**src/rtl/tmds_pkg.sv**
```systemverilog
// TMDS link controller shared definitions:
// control symbols, FSM state encoding and test pattern.
package tmds_pkg;

  localparam logic [9:0] CTRL_00 = 10'b1101010100;
  localparam logic [9:0] CTRL_01 = 10'b0010101011;
  localparam logic [9:0] CTRL_10 = 10'b0101010100;
  localparam logic [9:0] CTRL_11 = 10'b1010101011;

  localparam logic [9:0] PATTERN_CLK = 10'b0000011111;

  typedef enum logic [1:0] {
    WAIT_LOCK  = 2'd0,
    RESET_HOLD = 2'd1,
    SETTLE     = 2'd2,
    RUN        = 2'd3
  } state_t;

endpackage

```
**src/rtl/tmds_link_ctrl_sync.sv**
```systemverilog
// Two-flop synchronizer for asynchronous level inputs,
// synchronous active-high reset clears both stages.
module sync_2ff #(
  parameter int unsigned WIDTH = 1
) (
  input  logic             clk,
  input  logic             rst,
  input  logic [WIDTH-1:0] d,
  output logic [WIDTH-1:0] q
);

  logic [WIDTH-1:0] meta;

  always_ff @(posedge clk) begin
    if (rst) begin
      meta <= '0;
      q    <= '0;
    end else begin
      meta <= d;
      q    <= meta;
    end
  end

endmodule

```
**src/rtl/tmds_link_ctrl.sv**
```systemverilog
// TMDS link bring-up: lock sync, OSERDES reset, preamble, run.
// Optional TMDS_LINK_CTRL_PATTERN_EN adds i_pattern clock pattern.
module tmds_link_ctrl
  import tmds_pkg::*;
#(
  parameter int unsigned RST_CYCLES    = 8,
  parameter int unsigned SETTLE_CYCLES = 1024
) (
  input  logic       i_clk,
  input  logic       i_rst,
  input  logic       i_pll_locked,
`ifdef TMDS_LINK_CTRL_PATTERN_EN
  input  logic       i_pattern,
`endif
  input  logic [9:0] i_tmds_ch0,
  input  logic [9:0] i_tmds_ch1,
  input  logic [9:0] i_tmds_ch2,
  output logic [9:0] o_tmds_ch0,
  output logic [9:0] o_tmds_ch1,
  output logic [9:0] o_tmds_ch2,
  output logic       o_rst_oserdes,
  output logic       o_ready,
  output logic [1:0] o_state
);

  if (RST_CYCLES == 0 || SETTLE_CYCLES == 0) begin : g_bad_cfg
    $error("RST_CYCLES and SETTLE_CYCLES must be nonzero");
  end

  localparam logic [15:0] RST_LAST    = 16'(RST_CYCLES - 1);
  localparam logic [15:0] SETTLE_LAST = 16'(SETTLE_CYCLES - 1);

  logic        lock_s;
  state_t      state_q, state_d;
  logic [15:0] cnt_q, cnt_d;
  logic [9:0]  sel0, sel1, sel2;
  logic        run_d;

  sync_2ff #(.WIDTH(1)) u_lock_sync (
    .clk (i_clk),
    .rst (i_rst),
    .d   (i_pll_locked),
    .q   (lock_s)
  );

  // Counter restarts on every state entry so it never wraps
  always_comb begin
    state_d = state_q;
    cnt_d   = cnt_q + 16'd1;
    unique case (state_q)
      WAIT_LOCK: begin
        cnt_d = '0;
        if (lock_s) state_d = RESET_HOLD;
      end
      RESET_HOLD: begin
        if (cnt_q == RST_LAST) begin
          state_d = SETTLE;
          cnt_d   = '0;
        end
      end
      SETTLE: begin
        if (cnt_q == SETTLE_LAST) begin
          state_d = RUN;
          cnt_d   = '0;
        end
      end
      RUN: cnt_d = '0;
      default: begin
        state_d = WAIT_LOCK;
        cnt_d   = '0;
      end
    endcase
    if (!lock_s) begin
      state_d = WAIT_LOCK;
      cnt_d   = '0;
    end
  end

  assign run_d = (state_d == RUN);

`ifdef TMDS_LINK_CTRL_PATTERN_EN
  assign sel0 = i_pattern ? PATTERN_CLK : i_tmds_ch0;
  assign sel1 = i_pattern ? PATTERN_CLK : i_tmds_ch1;
  assign sel2 = i_pattern ? PATTERN_CLK : i_tmds_ch2;
`else
  assign sel0 = i_tmds_ch0;
  assign sel1 = i_tmds_ch1;
  assign sel2 = i_tmds_ch2;
`endif

  // Outputs register the next state so they line up with state_q
  always_ff @(posedge i_clk) begin
    if (i_rst) begin
      state_q       <= WAIT_LOCK;
      cnt_q         <= '0;
      o_rst_oserdes <= 1'b1;
      o_ready       <= 1'b0;
      o_tmds_ch0    <= CTRL_00;
      o_tmds_ch1    <= CTRL_00;
      o_tmds_ch2    <= CTRL_00;
    end else begin
      state_q       <= state_d;
      cnt_q         <= cnt_d;
      o_rst_oserdes <= (state_d == WAIT_LOCK) ||
                       (state_d == RESET_HOLD);
      o_ready       <= run_d;
      o_tmds_ch0    <= run_d ? sel0 : CTRL_00;
      o_tmds_ch1    <= run_d ? sel1 : CTRL_00;
      o_tmds_ch2    <= run_d ? sel2 : CTRL_00;
    end
  end

  assign o_state = state_q;

endmodule

```
**config.mk**
```make
export PLATFORM = sky130hd
export DESIGN_NAME = tmds_link_ctrl
export DESIGN_NICKNAME = d
export VERILOG_FILES = /design/src/rtl/tmds_pkg.sv /design/src/rtl/tmds_link_ctrl_sync.sv /design/src/rtl/tmds_link_ctrl.sv
export SDC_FILE = /design/constraint.sdc
export NUM_CORES = 1
export LEC_CHECK = 0
export CAP_MARGIN = 20
export CELL_PAD_IN_SITES_DETAIL_PLACEMENT = 1
export CELL_PAD_IN_SITES_GLOBAL_PLACEMENT = 2
export CORE_ASPECT_RATIO = 0.9
export CORE_MARGIN = 5
export CORE_UTILIZATION = 28
export DETAILED_ROUTE_END_ITERATION = 10
export PLACE_DENSITY = 0.91
export RECOVER_POWER = 25
export SLEW_MARGIN = 0
export SYNTH_ARGS = -nofsm -noshare
export SYNTH_HDL_FRONTEND = slang
export SYNTH_SLANG_ARGS = --single-unit
```
**constraint.sdc**
```tcl
create_clock -name i_clk -period 4.2 [get_ports i_clk]
set_input_delay 0.84 -clock i_clk [delete_from_list [all_inputs] [get_ports i_clk]]
set_output_delay 0.84 -clock i_clk [all_outputs]
set_load 0.05 [all_outputs]
```
==> impl_metrics.csv, run 1 <==
group,metric,value,unit
die,row_count,27,
global_routing,grt.total_usage,11.51,%
placed_design,pre_cts_ws,1.458,ns
clocking,numCtsBuffers,5,
worst_setup_path,cp_slowest_cell,"clkbuf_1",
yosys,synth_warnings,0,
clocking,max-clock-path-buffers,2,
flow_run,maxCapViolations,0,
yosys,synth_edf_count,0,
pwr,p_per_area,332.6,nW/um^2
status,status,"completed",
die,fp.dieH,85.94,um
die,die_area,8111,sq um
drt,routed_wl,4437,um
placed_design,dp_hpwl,3363,um
placed_design,place_congestion,0.7714,
timing,worst_pin_slew,1.116,ns
worst_setup_path,arrival,3.15,ns
timing,finalCritPeriodShare,69.61,%
yosys,ys_seq_area_share,58.02,%
clocking,htreeDepth,2,
worst_setup_path,cpPeakStageDelay,0.84,ns
worst_setup_path,start_kind,"input pin",
drt,vias_per_cell,4.298,
clocking,postCtsHoldBufs,0,
yosys,synth_top_area_share,58.02,%
worst_setup_path,worst-path-buf-inv,2,
timing,final.setup.tns,0,ns
layout,layout.nets,271,
layout,drive_gt1_share,5.042,%
global_routing,first_global_vias,1521,
yosys,synthDistinctLibCells,31,
placed_design,port_buffers,66,
drt,drt_iter0_markers,50,
timing,skew,0.01626,ns
global_routing,grt_max_degree,32,
timing,hold_viol_final,0,
layout,diodes,0,
timing,rsz0062_at_grt,"false",
worst_setup_path,worstSetupPathType,"in -> reg",
worst_setup_path,crit_fanout,31,
die,initial_utilization,29.02,%
drt,drc,0,
min_path,min_path_type,"reg -> reg",
pwr,totalPowerFinal,0.8827,mW
yosys,ys_ff_latch,52,
global_routing,antenna_found_initial,0,
timing,fmax,342.0,MHz
yosys,syn_nets,203,
layout,final_cells,325,
die,ios,67,
yosys,postSynthAreaPerCell,10.62,sq um
timing,fin_ws,1.276,ns
yosys,yosysTopAreaCell,"dfxtp_1",
clocking,clock_latency,0.30,ns
clocking,cts_tree,"built",
worst_setup_path,crit_family,"buffers and inverters",
worst_setup_path,worstPathRequired,4.43,ns
pwr,power_leakage,0.8865,nW
yosys,netlist_instances,169,
placed_design,dp_cells,317,
timing,period_needed,2.924,ns
pwr,peakVddDrop,151.5,uV
yosys,yosysMostFrequentCell,"dfxtp_1",
yosys,synthTopCellsByArea,"dfxtp_1 58%, nand2b_1 5.6%, and2_1 5.2%",
die,die_w,94.38,um
clocking,cts.clk_slew.worst_paths,0.10,ns
yosys,synthFlopType,"dfxtp_1",
worst_setup_path,path_cells,"dlygate4sd3_1 > nand2b_1 > or2_2 > a21oi_1 > clkbuf_1 > and2_1",
clocking,root_buffer,"clkbuf_8",
layout,n_fill_cell,694,
timing,timing.slew.headroom,25.58,%
drt,avgRoutedWirePerCell,13.65,um
yosys,async_flop_share,0,%
global_routing,overflow,0,
timing,finalMaxSlewViolations,0,
layout,syn2layout_area_growth,47.91,%
worst_setup_path,end_kind,"flop",
global_routing,grt_pass1_wl,7369,um
timing,setup-violations-final,0,
drt,vias,1397,
clocking,ctsResizeCount,0,
die,fp.coreArea,6182,sq um
drt,drt-pass1-iter-count,4,
yosys,synth_common_cells,"52 x dfxtp_1, 16 x a21oi_1, 16 x nand2b_1, 15 x and2_1, 10 x xnor2_1",
clocking,postCtsSetupBuffers,0,
clocking,clock-sinks,52,
drt,antenna_left,0,
yosys,netlist_area,1794,sq um
## metal layers
| layer | GRT usage [%] | vias up | share of wire [%] |
|---|---|---|---|
| met4 | 4.462 | 0 | 1.6 |
| met2 | 20.36 | 28 | 51 |
| met3 | 3.070 | 4 | 4.9 |
| met5 | 0 | - | 0 |
| met1 | 13.14 | 658 | 42 |
| li1 | - | 707 | - |
## path summary, 6_finish.rpt
kind              slack [ns]                         from                        to  depth (start not counted)
hold / removal          0.46  u_lock_sync.meta$_SDFF_PP0_  u_lock_sync.q$_SDFF_PP0_                          1
setup reg to reg        1.70          cnt_q[0]$_SDFF_PP0_  o_tmds_ch2[1]$_SDFF_PP0_                          6
hold reg to reg         0.46  u_lock_sync.meta$_SDFF_PP0_  u_lock_sync.q$_SDFF_PP0_                          1
setup / recovery        1.28                        i_rst  o_tmds_ch2[1]$_SDFF_PP0_                          6
## area by class of cell
cell class                 count  area (sq um)  area share [%]
clock inverter                 2         38.79           1.462
tap                           87         108.9           4.102
clock buffer                   6         82.58           3.112
sequential                    52          1041           39.23
inverter                       4         15.01          0.5658
timing repair buffer          67         664.4           25.04
multi-input combinational    107         703.2           26.50
## power by group
group / total, mW / switching, mW / internal, mW
Sequential: 0.494 / 0.000351 / 0.494
Combinational: 0.0336 / 0.00503 / 0.0285
Clock: 0.355 / 0.160 / 0.195
Total: 0.883 / 0.166 / 0.717
## cells by family after synthesis
group,after synthesis,synth area share [%]
xor+xnor,14,6.834
buf+inv,10,2.789
flops,52,58.02
simple gates,73,24.97
compound gates,19,6.695
fa+ha+maj,1,0.6972
## metrics by stage
| step | cell area [sq um] | hold slack [ns] | utilization, % |
|---|---|---|---|
| 2_1_floorplan | 1794 | 0.4138 | - |
| 3_3_place_gp | 2540 | 0.4174 | 41.08 |
| 3_5_place_dp | 2540 | 0.4579 | 41.08 |
| 4_1_cts | 2661 | 0.4682 | 43.05 |
| 5_1_grt | 2654 | 0.4895 | 42.93 |
| 6_report | 2654 | 0.4613 | 42.93 |
## worst register-to-register path: cells and delay by family (launching register included)
family	cells	cell delay [ns]
adder cells (fa/ha/maj)	1	0.28
AO/OA/AOI/OAI	1	0.23
flip-flops	1	0.39
AND/OR/NAND/NOR	3	0.70
buffers and inverters	1	0.84
## cell usage in the layout (no fill, tap or decap), drive strengths merged
cell / n
nor2: 4
o41a: 1
dfxtp: 52
or4: 1
dlygate4sd3: 1
clkdlybuf4s50: 65
nand4: 8
nor2b: 2
a21oi: 16
or3: 1
nor4b: 1
nor3: 4
ha: 1
and4: 2
nand3: 4
nand2b: 16
o31ai: 1
inv: 4
nand3b: 1
xnor2: 10
and2: 15
bufinv: 1
nor4: 6
and3: 2
xor2: 4
a21boi: 1
nor4bb: 1
nand2: 3
clkinv: 1
clkbuf: 7
or2: 2
## sequential cells by signal, indices dropped and copies added (netlist names)
name,count
cnt_q,16
o_ready,1
o_rst_oserdes,1
o_state,2
o_tmds_ch0,10
o_tmds_ch1,10
o_tmds_ch2,10
u_lock_sync.meta,1
u_lock_sync.q,1
No activity file was read; power rests on OpenSTA's default activity.
==> run 2, diff against run 1 <==
--- a/config.mk
+++ b/config.mk
@@ -10,9 +10,9 @@
 export CELL_PAD_IN_SITES_GLOBAL_PLACEMENT = 2
 export CORE_ASPECT_RATIO = 0.9
 export CORE_MARGIN = 5
-export CORE_UTILIZATION = 28
+export CORE_UTILIZATION = 26
 export DETAILED_ROUTE_END_ITERATION = 10
-export PLACE_DENSITY = 0.91
+export PLACE_DENSITY = 0.86
 export RECOVER_POWER = 25
 export SLEW_MARGIN = 0
 export SYNTH_ARGS = -nofsm -noshare
==> constraint.sdc (replaced) <==
create_clock -name i_clk -period 2.75 [get_ports i_clk]
set_input_delay 0.55 -clock i_clk [delete_from_list [all_inputs] [get_ports i_clk]]
set_output_delay 0.55 -clock i_clk [all_outputs]
set_load 0.05 [all_outputs]
==> run 2 against run 1 <==
  * Global-route usage down 1.2 points
  * Combinational power up 53%
  * Worst setup slack worse by 0.72 ns
  * Final cell count up 1.2%
  * Hold slack worse by 0.0034 ns
  * Clock skew down 0.0063 ns
  * Non-clock buffer count up 1
  * Via count up 1.3%
  * Largest power group unchanged
==> impl_metrics.csv, run 2 (synthesis results as in run 1) <==
group,metric,value,unit
global_routing,overflow,0,
pwr,p_per_area,470.5,nW/um^2
clocking,ctsResizeCount,0,
status,status,"completed",
global_routing,grt_max_degree,32,
timing,final.setup.tns,0,ns
clocking,cts_tree,"built",
pwr,power_leakage,0.8741,nW
pwr,peakVddDrop,235.2,uV
drt,avgRoutedWirePerCell,13.23,um
timing,finalMaxSlewViolations,0,
clocking,numCtsBuffers,5,
layout,max_flop_register,"cnt_q",
global_routing,grt.total_usage,10.33,%
die,fp.coreArea,6656,sq um
drt,antenna_left,0,
die,die_w,97.57,um
worst_setup_path,crit_fanout,31,
worst_setup_path,crit_family,"buffers and inverters",
clocking,cts.clk_slew.worst_paths,0.10,ns
timing,setup-violations-final,0,
placed_design,pre_cts_ws,0.5683,ns
timing,worst_pin_slew,0.7191,ns
clocking,postCtsSetupBuffers,0,
worst_setup_path,worstSetupPathType,"in -> reg",
timing,period_needed,2.192,ns
layout,drive_gt1_share,5.439,%
clocking,root_buffer,"clkbuf_8",
placed_design,port_buffers,66,
worst_setup_path,worst-path-buf-inv,2,
layout,syn2layout_area_growth,46.79,%
timing,skew,0.01001,ns
die,ios,67,
layout,final_util,39.57,%
layout,mostFrequentLayoutCells,"65 x clkdlybuf4s50_1, 52 x dfxtp_1, 16 x nand2b_1, 16 x a21oi_1, 15 x and2_1",
global_routing,grt_pass1_wl,7031,um
drt,vias,1415,
layout,fin_area,2634,sq um
placed_design,place_congestion,0.7250,
drt,drt-pass1-iter-count,2,
timing,fin_ws,0.5576,ns
worst_setup_path,worstPathRequired,3.00,ns
timing,fmax,456.1,MHz
layout,layout.nets,272,
clocking,clock_latency,0.31,ns
drt,drt_iter0_markers,26,
die,die_area,8665,sq um
layout,largest_reg_flops,16,
placed_design,dp_hpwl,3240,um
clocking,max-clock-path-buffers,2,
clocking,clock-sinks,52,
worst_setup_path,start_kind,"input pin",
drt,routed_wl,4353,um
timing,whs,0.4579,ns
timing,finalCritPeriodShare,79.72,%
min_path,min_path_type,"reg -> reg",
worst_setup_path,cp_slowest_cell,"dlygate4sd3_1",
timing,hold_viol_final,0,
global_routing,antenna_found_initial,0,
worst_setup_path,arrival,2.44,ns
worst_setup_path,path_cells,"dlygate4sd3_1 > nand2b_1 > or2_2 > a21oi_1 > clkbuf_2 > and2_1",
worst_setup_path,cpPeakStageDelay,0.57,ns
drt,drc,0,
global_routing,first_global_vias,1488,
timing,timing.slew.headroom,52.06,%
die,initial_utilization,26.95,%
layout,diodes,0,
clocking,postCtsHoldBufs,0,
clocking,htreeDepth,2,
die,row_count,28,
worst_setup_path,end_kind,"flop",
drt,vias_per_cell,4.301,
die,fp.dieH,88.81,um
timing,rsz0062_at_grt,"false",
placed_design,place_area,2551,sq um
flow_run,maxCapViolations,0,
layout,layout_commonest_cell,"clkdlybuf4s50_1",
[run 2: cell count changes in the layout (fill, tap and decap cells not counted), sizes merged]
cell,change
clkinvlp,+1
bufinv,-1
buf,+1
[run 2: power by group]
group          switching, mW  internal, mW  total (mW)
logic                0.00776        0.0436      0.0514
registers           0.000528         0.754       0.755
clock network          0.252         0.181       0.433
total                  0.260         0.979        1.24
[run 2: final timing paths]
check	endpoint	startpoint	cells past startpoint	slack (ns)
max	o_tmds_ch0[5]$_SDFF_PP0_	i_rst	6	0.56
min	u_lock_sync.q$_SDFF_PP0_	u_lock_sync.meta$_SDFF_PP0_	1	0.46
max reg2reg	o_tmds_ch0[5]$_SDFF_PP0_	cnt_q[0]$_SDFF_PP0_	6	0.71
min reg2reg	u_lock_sync.q$_SDFF_PP0_	u_lock_sync.meta$_SDFF_PP0_	1	0.46
[run 2: per-stage QoR]
stage	power, mW	std cells
CTS	1.263	329
global placement	0.8236	321
detailed placement	0.8243	321
finish	1.239	329
global route	1.297	329
floorplan	0.7794	169
[run 2: final cells by class]
cell class                 instances  area (sq um)
multi-input combinational        107         703.2
sequential                        52          1041
clock buffer                       6         72.57
clock inverter                     2         16.27
timing repair buffer              68         673.1
tap                               90         112.6
inverter                           4         15.01
fill                             757          4023
[run 2: worst register-to-register path, stage by stage, from the launching register on]
cell and delay [ns]:
dfxtp_1 0.40, ha_1 0.29, and3_1 0.26, nand4_1 0.17, a21oi_1 0.20, clkbuf_2 0.46
and2_1 0.23
[run 2: metal layers]
layer  global-route usage, %  wire (um)
met1                   11.42       1917
met3                   4.649        352
met4                   6.164        127
met5                       0          0
met2                   16.61       1956
==> run 3, diff against run 2 <==
==> constraint.sdc (replaced) <==
create_clock -name i_clk -period 2.15 [get_ports i_clk]
set_input_delay 0.43 -clock i_clk [delete_from_list [all_inputs] [get_ports i_clk]]
set_output_delay 0.43 -clock i_clk [all_outputs]
set_load 0.05 [all_outputs]
==> run 3 against run 2 <==
  * Sequential share of layout area shrank 0.92 points
  * Wire length down 1.9%
  * Combinational power rose by 27%
  * Clock skew shrank 0.0014 ns
  * Worst setup slack lost 0.39 ns
  * Via count decreased by 2.2%
  * Hold slack gained 0.0027 ns
  * Flip-flop and latch count did not move
  * Global-route usage fell by 0.81 points
  * Largest cell class unchanged
  * Sequential power grew 28%
  * Power rose by 45%
  * Critical path depth down 5
  * Critical endpoint is now o_state[1]
==> impl_metrics.csv, run 3 (synthesis results as in run 1) <==
group,metric,value,unit
die,die_area,8665,sq um
timing,worst_pin_slew,0.5344,ns
flow_run,maxCapViolations,0,
die,die_w,97.57,um
pwr,p_per_area,665.1,nW/um^2
clocking,ctsResizeCount,0,
worst_setup_path,crit_cells,1,
min_path,min_from,"u_lock_sync.meta$_SDFF_PP0_",
timing,period_needed,1.981,ns
worst_setup_path,cp_slowest_cell,"clkdlybuf4s50_1",
layout,diodes,0,
drt,vias,1384,
worst_setup_path,worst-path-buf-inv,1,
worst_setup_path,end_kind,"output pin",
worst_setup_path,start_kind,"flop",
die,row_count,28,
layout,layout.nets,273,
worst_setup_path,crit_fanout,5,
worst_setup_path,r2r_end,"o_rst_oserdes$_SDFF_PP1_",
timing,skew,0.008631,ns
clocking,max-clock-path-buffers,2,
layout,final_cells,329,
timing,timing.slew.headroom,64.26,%
timing,fmax,504.7,MHz
layout,max_flop_register,"cnt_q",
drt,routed_wl,4271,um
global_routing,antenna_found_initial,0,
clocking,htreeDepth,2,
timing,hold_viol_final,0,
pwr,totalPowerFinal,1.793,mW
timing,rsz0062_at_grt,"false",
drt,drc,0,
layout,drive_gt1_share,5.858,%
global_routing,overflow,0,
layout,mostFrequentLayoutCells,"52 x dfxtp_1, 49 x clkdlybuf4s50_1, 17 x dlygate4sd3_1",
status,status,"completed",
pwr,power_leakage,0.9021,nW
placed_design,dp_hpwl,3182,um
worst_setup_path,crit_family,"buffers and inverters",
drt,antenna_left,0,
clocking,cts.clk_slew.worst_paths,0.09,ns
worst_setup_path,cpPeakStageDelay,0.84,ns
layout,largest_reg_flops,16,
pwr,peakVddDrop,290.8,uV
clocking,clock_latency,0.30,ns
die,fp.dieH,88.81,um
timing,setup-violations-final,0,
worst_setup_path,reg2reg_depth,4,
worst_setup_path,path_cells,"clkdlybuf4s50_1",
placed_design,place_congestion,0.7693,
clocking,clock-sinks,52,
clocking,postCtsHoldBufs,0,
die,ios,67,
min_path,whs_endpoint,"u_lock_sync.q$_SDFF_PP0_",
placed_design,dp_cells,322,
timing,final.setup.tns,0,ns
layout,layout_commonest_cell,"dfxtp_1",
die,initial_utilization,26.95,%
timing,finalCritPeriodShare,92.16,%
worst_setup_path,arrival,1.55,ns
drt,drt-pass1-iter-count,4,
layout,syn2layout_area_growth,50.28,%
drt,vias_per_cell,4.207,
global_routing,first_global_vias,1357,
die,fp.coreArea,6656,sq um
layout,final_util,40.51,%
timing,finalMaxSlewViolations,0,
drt,avgRoutedWirePerCell,12.98,um
clocking,cts_tree,"built",
worst_setup_path,worstReg2RegStart,"cnt_q[10]$_SDFF_PP0_",
global_routing,grt.total_usage,9.521,%
clocking,postCtsSetupBuffers,0,
min_path,min_path_type,"reg -> reg",
clocking,root_buffer,"clkbuf_8",
min_path,hold_path_depth,1,
clocking,numCtsBuffers,5,
worst_setup_path,worstSetupPathType,"reg -> out",
global_routing,grt_max_degree,32,
worst_setup_path,worstPathRequired,1.72,ns
layout,n_fill_cell,762,
global_routing,grt_pass1_wl,6555,um
placed_design,port_buffers,66,
worst_setup_path,rrSetupSlack,0.32,ns
drt,drt_iter0_markers,24,
run 3: cell count changes in the layout (fill, tap and decap cells not counted), sizes merged:
cell | previous run | this run
clkbuf | 7 | 5
clkinv | 1 | 0
bufinv | 0 | 2
clkinvlp | 1 | 0
clkdlybuf4s50 | 65 | 49
buf | 1 | 3
dlygate4sd3 | 1 | 17
run 3: metal layers:
layer / vias up / global-route usage (%) / share of wire (%)
met2: 36 / 15.87 / 49
met1: 629 / 10.61 / 41
met5: - / 0 / 0
li1: 713 / - / -
met3: 6 / 4.413 / 8.2
met4: 0 / 4.151 / 1.6
run 3: worst max path at each step:
stage                     slack, ns             startpoint                    to
after global routing           0.11  o_state[1]$_SDFF_PP0_            o_state[1]
final                          0.17  o_state[1]$_SDFF_PP0_            o_state[1]
after detailed placement       0.15                  i_rst   cnt_q[1]$_SDFF_PP0_
after CTS                      0.15  o_state[1]$_SDFF_PP0_            o_state[1]
after global placement         0.19                  i_rst   cnt_q[1]$_SDFF_PP0_
after floorplan                0.41  o_state[1]$_SDFF_PP0_  cnt_q[10]$_SDFF_PP0_
run 3: power by group:
group	total (mW)	internal [mW]	switching, mW
Clock	0.763	0.458	0.305
Sequential	0.965	0.964	0.000685
Combinational	0.0652	0.0558	0.00948
Total	1.79	1.48	0.315
run 3: worst register-to-register path, cell delays in order (launching register included):
cell	delay, ns
dfxtp_1	0.38
nor4_1	0.46
nand4_1	0.27
o41a_1	0.39
or2_1	0.22
run 3: area by class of cell:
type	count	area (sq um)	area share [%]
well taps	90	112.6	4.176
clock inverters	2	60.06	2.227
repair buffers	69	695.7	25.80
flip-flops and latches	52	1041	38.61
clock buffers	5	68.82	2.552
inverters	4	15.01	0.5568
multi-input cells	107	703.2	26.08
run 3: per-stage QoR:
| stage | worst slack (ns) | area, sq um | hold slack, ns |
|---|---|---|---|
| 2_1_floorplan | 0.4116 | 1794 | 0.4138 |
| 3_3_place_gp | 0.1878 | 2571 | 0.4193 |
| 3_5_place_dp | 0.1532 | 2571 | 0.4387 |
| 4_1_cts | 0.1468 | 2700 | 0.4585 |
| 5_1_grt | 0.1092 | 2696 | 0.4933 |
| 6_report | 0.1685 | 2696 | 0.4606 |
